===== config.mk =====
export PLATFORM = sky130hd
export DESIGN_NAME = common_dffcam_alloc_ctrl
export DESIGN_NICKNAME = d
export VERILOG_FILES = /design/src/rtl/common_dffcam_alloc_ctrl_pkg.sv /design/src/rtl/common_dffcam_alloc_ctrl_encoder.sv /design/src/rtl/common_dffcam_alloc_ctrl.sv
export SDC_FILE = /design/constraint.sdc
export NUM_CORES = 1
export LEC_CHECK = 0
export ABC_AREA = 1
export CAP_MARGIN = 20
export CORE_UTILIZATION = 39
export CTS_BUF_LIST = sky130_fd_sc_hd__clkbuf_16
export DETAILED_ROUTE_END_ITERATION = 12
export PLACE_DENSITY = 0.66
export SETUP_SLACK_MARGIN = 0.3
export SKIP_CTS_REPAIR_TIMING = 1
export SYNTH_ARGS = -nofsm -noshare
export SYNTH_HDL_FRONTEND = slang
export SYNTH_SLANG_ARGS = --single-unit

===== constraint.sdc =====
create_clock -name clk -period 4.59 [get_ports clk]
set_clock_uncertainty 0.15 [all_clocks]
set_input_delay 0.6885 -clock clk [delete_from_list [all_inputs] [get_ports clk]]
set_output_delay 0.6885 -clock clk [all_outputs]
set_load 0.02 [all_outputs]

===== src/rtl/common_dffcam_alloc_ctrl_pkg.sv =====
// Shared types for the DFF-CAM allocation controller: FSM states and request op encoding.
package common_dffcam_alloc_ctrl_pkg;

  typedef enum logic [2:0] {
    StIdle   = 3'd0,
    StLookup = 3'd1,
    StWrite  = 3'd2,
    StResp   = 3'd3,
    StFlush  = 3'd4
  } state_e;

  localparam logic OpInsert = 1'b0;
  localparam logic OpRemove = 1'b1;

endpackage


===== src/rtl/common_dffcam_alloc_ctrl_encoder.sv =====
// LSB-first free-slot finder: index of the lowest clear bit in the valid vector.
module macro_encoder_first_zero #(
  parameter int unsigned Width = 8
) (
  input  logic [Width-1:0]         valid_i,
  output logic [$clog2(Width)-1:0] index_o,
  output logic                     any_free_o
);

  always_comb begin
    index_o    = '0;
    any_free_o = 1'b0;
    // Scan downward so the lowest free index is the last one assigned.
    for (int i = int'(Width) - 1; i >= 0; i--) begin
      if (!valid_i[i]) begin
        index_o    = ($clog2(Width))'(i);
        any_free_o = 1'b1;
      end
    end
  end

endmodule


===== src/rtl/common_dffcam_alloc_ctrl.sv =====
// Insert/remove/flush controller for a DFF-based CAM; keeps a shadow valid map,
// occupancy count and a round-robin eviction pointer.
module common_dffcam_alloc_ctrl
  import common_dffcam_alloc_ctrl_pkg::*;
#(
  parameter int unsigned CAM_DEPTH = 8,
  parameter int unsigned CAM_WIDTH = 16,
  localparam int unsigned AW = $clog2(CAM_DEPTH),
  localparam int unsigned OW = $clog2(CAM_DEPTH + 1)
) (
  input  logic                 clk,
  input  logic                 reset,
  input  logic                 req_valid,
  output logic                 req_ready,
  input  logic                 req_op,
  input  logic [CAM_WIDTH-1:0] req_key,
  output logic                 rsp_valid,
  input  logic                 rsp_ready,
  output logic                 rsp_hit,
  output logic [AW-1:0]        rsp_addr,
  output logic                 rsp_evict,
  input  logic                 flush,
  output logic [OW-1:0]        occupancy,
  output logic [AW-1:0]        cam_addr,
  output logic                 cam_en,
  output logic                 cam_we,
  output logic [CAM_WIDTH-1:0] cam_din,
  output logic                 cam_din_valid,
  output logic [CAM_WIDTH-1:0] cam_qdata,
  input  logic [AW-1:0]        cam_qaddr,
  input  logic                 cam_qvalid
);

  state_e               state_q, state_d;
  logic                 op_q, op_d;
  logic [CAM_WIDTH-1:0] key_q, key_d;
  logic [AW-1:0]        target_q, target_d;
  logic                 hit_q, hit_d;
  logic                 evict_q, evict_d;
  logic [AW-1:0]        rr_q, rr_d;
  logic [AW-1:0]        sweep_q, sweep_d;
  logic [OW-1:0]        occ_q, occ_d;
  logic [CAM_DEPTH-1:0] valid_q, valid_d;

  logic [AW-1:0] free_idx;
  logic          any_free;

  macro_encoder_first_zero #(
    .Width(CAM_DEPTH)
  ) u_free (
    .valid_i   (valid_q),
    .index_o   (free_idx),
    .any_free_o(any_free)
  );

  assign occupancy = occ_q;

  always_comb begin
    state_d       = state_q;
    op_d          = op_q;
    key_d         = key_q;
    target_d      = target_q;
    hit_d         = hit_q;
    evict_d       = evict_q;
    rr_d          = rr_q;
    sweep_d       = sweep_q;
    occ_d         = occ_q;
    valid_d       = valid_q;
    req_ready     = 1'b0;
    rsp_valid     = 1'b0;
    rsp_hit       = 1'b0;
    rsp_addr      = '0;
    rsp_evict     = 1'b0;
    cam_en        = 1'b0;
    cam_we        = 1'b0;
    cam_addr      = target_q;
    cam_din       = key_q;
    cam_din_valid = 1'b0;
    cam_qdata     = key_q;

    unique case (state_q)
      StIdle: begin
        // Don't accept a request in the same cycle a flush would drop it.
        req_ready = !flush;
        if (req_valid && !flush) begin
          op_d    = req_op;
          key_d   = req_key;
          state_d = StLookup;
        end
      end
      StLookup: begin
        hit_d   = 1'b0;
        evict_d = 1'b0;
        if (op_q == OpInsert) begin
          if (cam_qvalid) begin
            hit_d    = 1'b1;
            target_d = cam_qaddr;
            state_d  = StResp;
          end else if (any_free) begin
            target_d = free_idx;
            state_d  = StWrite;
          end else begin
            target_d = rr_q;
            evict_d  = 1'b1;
            rr_d     = rr_q + AW'(1);
            state_d  = StWrite;
          end
        end else begin
          if (cam_qvalid) begin
            hit_d    = 1'b1;
            target_d = cam_qaddr;
            state_d  = StWrite;
          end else begin
            target_d = '0;
            state_d  = StResp;
          end
        end
      end
      StWrite: begin
        cam_en            = 1'b1;
        cam_we            = 1'b1;
        cam_din_valid     = (op_q == OpInsert);
        valid_d[target_q] = (op_q == OpInsert);
        if (op_q == OpRemove) begin
          occ_d = occ_q - OW'(1);
        end else if (!evict_q) begin
          occ_d = occ_q + OW'(1);
        end
        state_d = StResp;
      end
      StResp: begin
        rsp_valid = 1'b1;
        rsp_hit   = hit_q;
        rsp_addr  = target_q;
        rsp_evict = evict_q;
        if (rsp_ready) begin
          state_d = StIdle;
        end
      end
      StFlush: begin
        cam_en   = 1'b1;
        cam_we   = 1'b1;
        cam_addr = sweep_q;
        sweep_d  = sweep_q + AW'(1);
        if (sweep_q == AW'(CAM_DEPTH - 1)) begin
          state_d = StIdle;
        end
      end
      default: state_d = StIdle;
    endcase

    // Flush overrides everything, including a sweep already in progress.
    if (flush) begin
      state_d = StFlush;
      sweep_d = '0;
      valid_d = '0;
      rr_d    = '0;
      occ_d   = '0;
    end
  end

  always_ff @(posedge clk) begin
    if (reset) begin
      state_q  <= StIdle;
      op_q     <= OpInsert;
      key_q    <= '0;
      target_q <= '0;
      hit_q    <= 1'b0;
      evict_q  <= 1'b0;
      rr_q     <= '0;
      sweep_q  <= '0;
      occ_q    <= '0;
      valid_q  <= '0;
    end else begin
      state_q  <= state_d;
      op_q     <= op_d;
      key_q    <= key_d;
      target_q <= target_d;
      hit_q    <= hit_d;
      evict_q  <= evict_d;
      rr_q     <= rr_d;
      sweep_q  <= sweep_d;
      occ_q    <= occ_d;
      valid_q  <= valid_d;
    end
  end

endmodule


==> run_summary.xml <==
<?xml version="1.0" encoding="UTF-8"?>
<metrics>
  <group name="status">
    <metric name="outcome" unit="">completed</metric>
  </group>
  <group name="synthesis">
    <metric name="syn_inst" unit="">299</metric>
    <metric name="synth_cell_types" unit="">32</metric>
    <metric name="ys_seq_elements" unit="">43</metric>
    <metric name="synth_seq_area_share" unit="">0.3938</metric>
    <metric name="post_synth_instance_area" unit="um2">2186</metric>
    <metric name="ys_warn_count" unit="">0</metric>
    <metric name="syn-mean-instance-area" unit="um2">7.311</metric>
    <metric name="synth.net_count" unit="">331</metric>
  </group>
  <group name="placed_design">
    <metric name="place.detailed.hpwl" unit="um">3884</metric>
    <metric name="placed_area" unit="um2">2848</metric>
    <metric name="dpl_worst_slack" unit="ns">1.723</metric>
    <metric name="port_buffers" unit="">74</metric>
    <metric name="gp_congestion" unit="">0.7905</metric>
  </group>
  <group name="final_layout">
    <metric name="multi_input_gate_area_in_the_final_layout" unit="um2">1018</metric>
    <metric name="final_common_cell" unit="">sky130_fd_sc_hd__clkdlybuf4s50_1</metric>
    <metric name="mostFrequentLayoutCells" unit="">sky130_fd_sc_hd__clkdlybuf4s50_1 (74), sky130_fd_sc_hd__nor2_1 (61), sky130_fd_sc_hd__dfxtp_1 (43), sky130_fd_sc_hd__nand2_1 (37), sky130_fd_sc_hd__inv_1 (34)</metric>
    <metric name="post_route_cells_drive_above_1_share" unit="">0.05571</metric>
    <metric name="layout-area-overhead-vs-synth" unit="%">36.75</metric>
    <metric name="design_area" unit="um2">2989</metric>
    <metric name="num_antenna_cells" unit="">0</metric>
    <metric name="fillerInstances" unit="">520</metric>
    <metric name="final-seq-area" unit="um2">860.8</metric>
    <metric name="final_nets" unit="">390</metric>
  </group>
  <group name="sta">
    <metric name="fin_crit_sh" unit="">0.6250</metric>
    <metric name="hold_viol" unit="">0</metric>
    <metric name="max_slew.worst_pin.slew" unit="ns">0.6071</metric>
    <metric name="fmaxAchievable" unit="MHz">348.6</metric>
    <metric name="setup_viol_count_final" unit="">0</metric>
    <metric name="fin_tns_setup" unit="ns">0</metric>
    <metric name="setup_ws" unit="ns">1.721</metric>
    <metric name="worst_slew_margin_rel" unit="">0.5937</metric>
    <metric name="rsz0062_at_grt" unit="">no</metric>
    <metric name="post-route-min-period" unit="ns">2.869</metric>
    <metric name="fin_worst_hold_slack" unit="ns">0.3168</metric>
    <metric name="slew_violations" unit="">0</metric>
  </group>
  <group name="drt">
    <metric name="drt-vias-per-instance" unit="">4.667</metric>
    <metric name="vias" unit="">2002</metric>
    <metric name="initialDrtViolationCount" unit="">125</metric>
    <metric name="wl_per_cell" unit="um">12.00</metric>
    <metric name="route.antenna.remaining_nets" unit="">0</metric>
    <metric name="firstDrtPassIters" unit="">4</metric>
    <metric name="totalWireLength" unit="um">5147</metric>
    <metric name="drc" unit="">0</metric>
  </group>
  <group name="cts">
    <metric name="clock_sinks" unit="">43</metric>
    <metric name="ctsLongestPathBuffers" unit="">2</metric>
    <metric name="cts_tree" unit="">done</metric>
    <metric name="cts_root_buf" unit="">sky130_fd_sc_hd__clkbuf_16</metric>
    <metric name="worst_setup_hold_path_clk_slew" unit="ns">0.06</metric>
    <metric name="cts_buffers" unit="">5</metric>
    <metric name="worst_skew_pair.late_latency" unit="ns">0.28</metric>
    <metric name="cts_htree_levels" unit="">2</metric>
  </group>
  <group name="floorplanning">
    <metric name="pin_count" unit="">75</metric>
    <metric name="die_h" unit="um">76.87</metric>
    <metric name="fp-row-count" unit="">26</metric>
    <metric name="core-area" unit="um2">5238</metric>
    <metric name="die_x" unit="um">76.87</metric>
    <metric name="die-area" unit="um2">5908</metric>
    <metric name="effective_utilization_at_floorplan" unit="">0.4173</metric>
  </group>
  <group name="setup_path">
    <metric name="worst_ep_required_time" unit="ns">3.75</metric>
    <metric name="critical_path_peak_fanout" unit="">4</metric>
    <metric name="criticalPathCategory" unit="">in -&gt; out</metric>
    <metric name="critical_path_arrival" unit="ns">2.03</metric>
    <metric name="end_kind" unit="">primary output</metric>
    <metric name="worst-r2r-setup-slack" unit="ns">2.85</metric>
    <metric name="timing.critical_path.from_type" unit="">input port</metric>
  </group>
  <group name="power">
    <metric name="clock_power_share" unit="">0.377</metric>
    <metric name="fraction_of_power_spent_switching_nets" unit="">0.2600</metric>
    <metric name="power.static_leakage" unit="uW">0.001153</metric>
    <metric name="peakVddDrop" unit="mV">0.1447</metric>
    <metric name="switchingPower" unit="uW">232.0</metric>
    <metric name="design_power_total" unit="uW">892.1</metric>
    <metric name="p_seq_frac" unit="">0.447</metric>
    <metric name="power-per-cell-area" unit="nW/um2">298.5</metric>
    <metric name="pwr-share-comb" unit="">0.176</metric>
    <metric name="cellInternalPower" unit="uW">660.2</metric>
  </group>
  <group name="global_routing">
    <metric name="globalRoute.totalOverflow" unit="">0</metric>
    <metric name="grt.total_usage" unit="">0.1847</metric>
    <metric name="grt_pass1_wl" unit="um">8659</metric>
    <metric name="grt_max_degree" unit="">20</metric>
    <metric name="vias_in_the_first_global_route" unit="">1892</metric>
    <metric name="number_of_antenna_violations_at_the_first_check_in_global_routing" unit="">0</metric>
  </group>
  <group name="flow_run">
    <metric name="cap_violations" unit="">0</metric>
  </group>
  <group name="hold_path">
    <metric name="min-delay-path-class" unit="">reg -&gt; reg</metric>
  </group>
</metrics>
[Yosys cell counts]
| library cell | number | share of area |
|---|---|---|
| sky130_fd_sc_hd__ha_1 | 5 | 0.029 |
| sky130_fd_sc_hd__xor2_1 | 1 | 0.0040 |
| sky130_fd_sc_hd__buf_1 | 1 | 0.0017 |
| sky130_fd_sc_hd__nor2_1 | 61 | 0.10 |
| sky130_fd_sc_hd__nand4_1 | 1 | 0.0029 |
| sky130_fd_sc_hd__buf_4 | 17 | 0.058 |
| sky130_fd_sc_hd__clkinv_4 | 1 | 0.0040 |
| sky130_fd_sc_hd__buf_2 | 1 | 0.0023 |
| sky130_fd_sc_hd__clkbuf_1 | 1 | 0.0017 |
| sky130_fd_sc_hd__o21ai_0 | 29 | 0.066 |
| sky130_fd_sc_hd__nand2_4 | 1 | 0.0052 |
| sky130_fd_sc_hd__nor2_2 | 2 | 0.0057 |
| sky130_fd_sc_hd__nand2_8 | 1 | 0.0092 |
| sky130_fd_sc_hd__a31oi_1 | 1 | 0.0029 |
| sky130_fd_sc_hd__nand3_1 | 16 | 0.037 |
| sky130_fd_sc_hd__a21oi_1 | 24 | 0.055 |
| sky130_fd_sc_hd__buf_6 | 1 | 0.0052 |
| sky130_fd_sc_hd__buf_8 | 1 | 0.0069 |
| sky130_fd_sc_hd__inv_1 | 33 | 0.057 |
| sky130_fd_sc_hd__o21a_1 | 1 | 0.0034 |
| sky130_fd_sc_hd__o21ai_1 | 9 | 0.021 |
| sky130_fd_sc_hd__a21oi_4 | 1 | 0.0074 |
| sky130_fd_sc_hd__nor2_4 | 2 | 0.010 |
| sky130_fd_sc_hd__nand3b_1 | 1 | 0.0034 |
| sky130_fd_sc_hd__nor3_4 | 1 | 0.0074 |
| sky130_fd_sc_hd__nor2_8 | 1 | 0.0092 |
| sky130_fd_sc_hd__nand2_1 | 37 | 0.064 |
| sky130_fd_sc_hd__inv_2 | 2 | 0.0034 |
| sky130_fd_sc_hd__fa_1 | 1 | 0.0092 |
| sky130_fd_sc_hd__nor3_1 | 1 | 0.0023 |
| sky130_fd_sc_hd__dfxtp_1 | 43 | 0.39 |
| sky130_fd_sc_hd__nand3_4 | 1 | 0.0080 |
[per-stage QoR]
stage,instances,utilization
after floorplan,299,-
after global placement,421,0.5437
after detailed placement,421,0.5437
after CTS,429,0.5707
after global routing,429,0.5707
final,429,0.5707
[registers in the layout, summed over array words and instances (netlist names)]
| signal | cells |
|---|---|
| cam_din | 16 |
| valid_q | 8 |
| occupancy | 4 |
| rr_q | 3 |
| state_q | 3 |
| sweep_q | 3 |
| target_q | 3 |
| evict_q | 1 |
| hit_q | 1 |
| op_q | 1 |
[layout make-up]
class                   instances  share of cell area
clock buffers                   5             0.04186
clock inverters                 3            0.005442
inverters                      36             0.04688
multi-input cells             198              0.3407
flip-flops and latches         43              0.2880
well taps                      70             0.02930
repair buffers                 74              0.2478
[critical path: stages]
cell and delay (ns):
sky130_fd_sc_hd__clkdlybuf4s50_1 0.53, sky130_fd_sc_hd__nor2_8 0.19, sky130_fd_sc_hd__clkdlybuf4s50_1 0.62
[kinds of logic (layout without fill, tap and decap cells)]
family                     after synthesis  after routing  synth area share
DFF                                     43             43            0.3938
xor gates and xnor gates                 1              1          0.004008
adders and majority gates                6              6           0.03778
AOI/OAI and AO/OA                       65             65            0.1557
buffers and inverters                   58            118            0.1402
and+or+nand+nor                        126            126            0.2685
[final timing paths]
check / startpoint / end / cells after the start
max: flush / req_ready / 3
min: hit_q / hit_q / 2
max reg2reg: op_q / occupancy[2] / 4
min reg2reg: hit_q / hit_q / 2
[routing by layer]
layer | up-vias | share of wire | track usage
li1 | 1064 | - | -
met1 | 898 | 0.45 | 0.2282
met2 | 33 | 0.49 | 0.3152
met3 | 7 | 0.047 | 0.04286
met4 | 0 | 0.013 | 0.05769
met5 | - | 0 | 0
[power groups by stage]
stage / Combinational (uW) / Clock [uW] / Sequential [uW]
2_1_floorplan: 84.9 / 0 / 417
3_3_place_gp: 157 / 0 / 407
3_5_place_dp: 157 / 0 / 408
4_1_cts: 158 / 345 / 399
5_1_grt: 171 / 359 / 401
6_report: 157 / 336 / 399
Power figures use the tool's default switching activity.
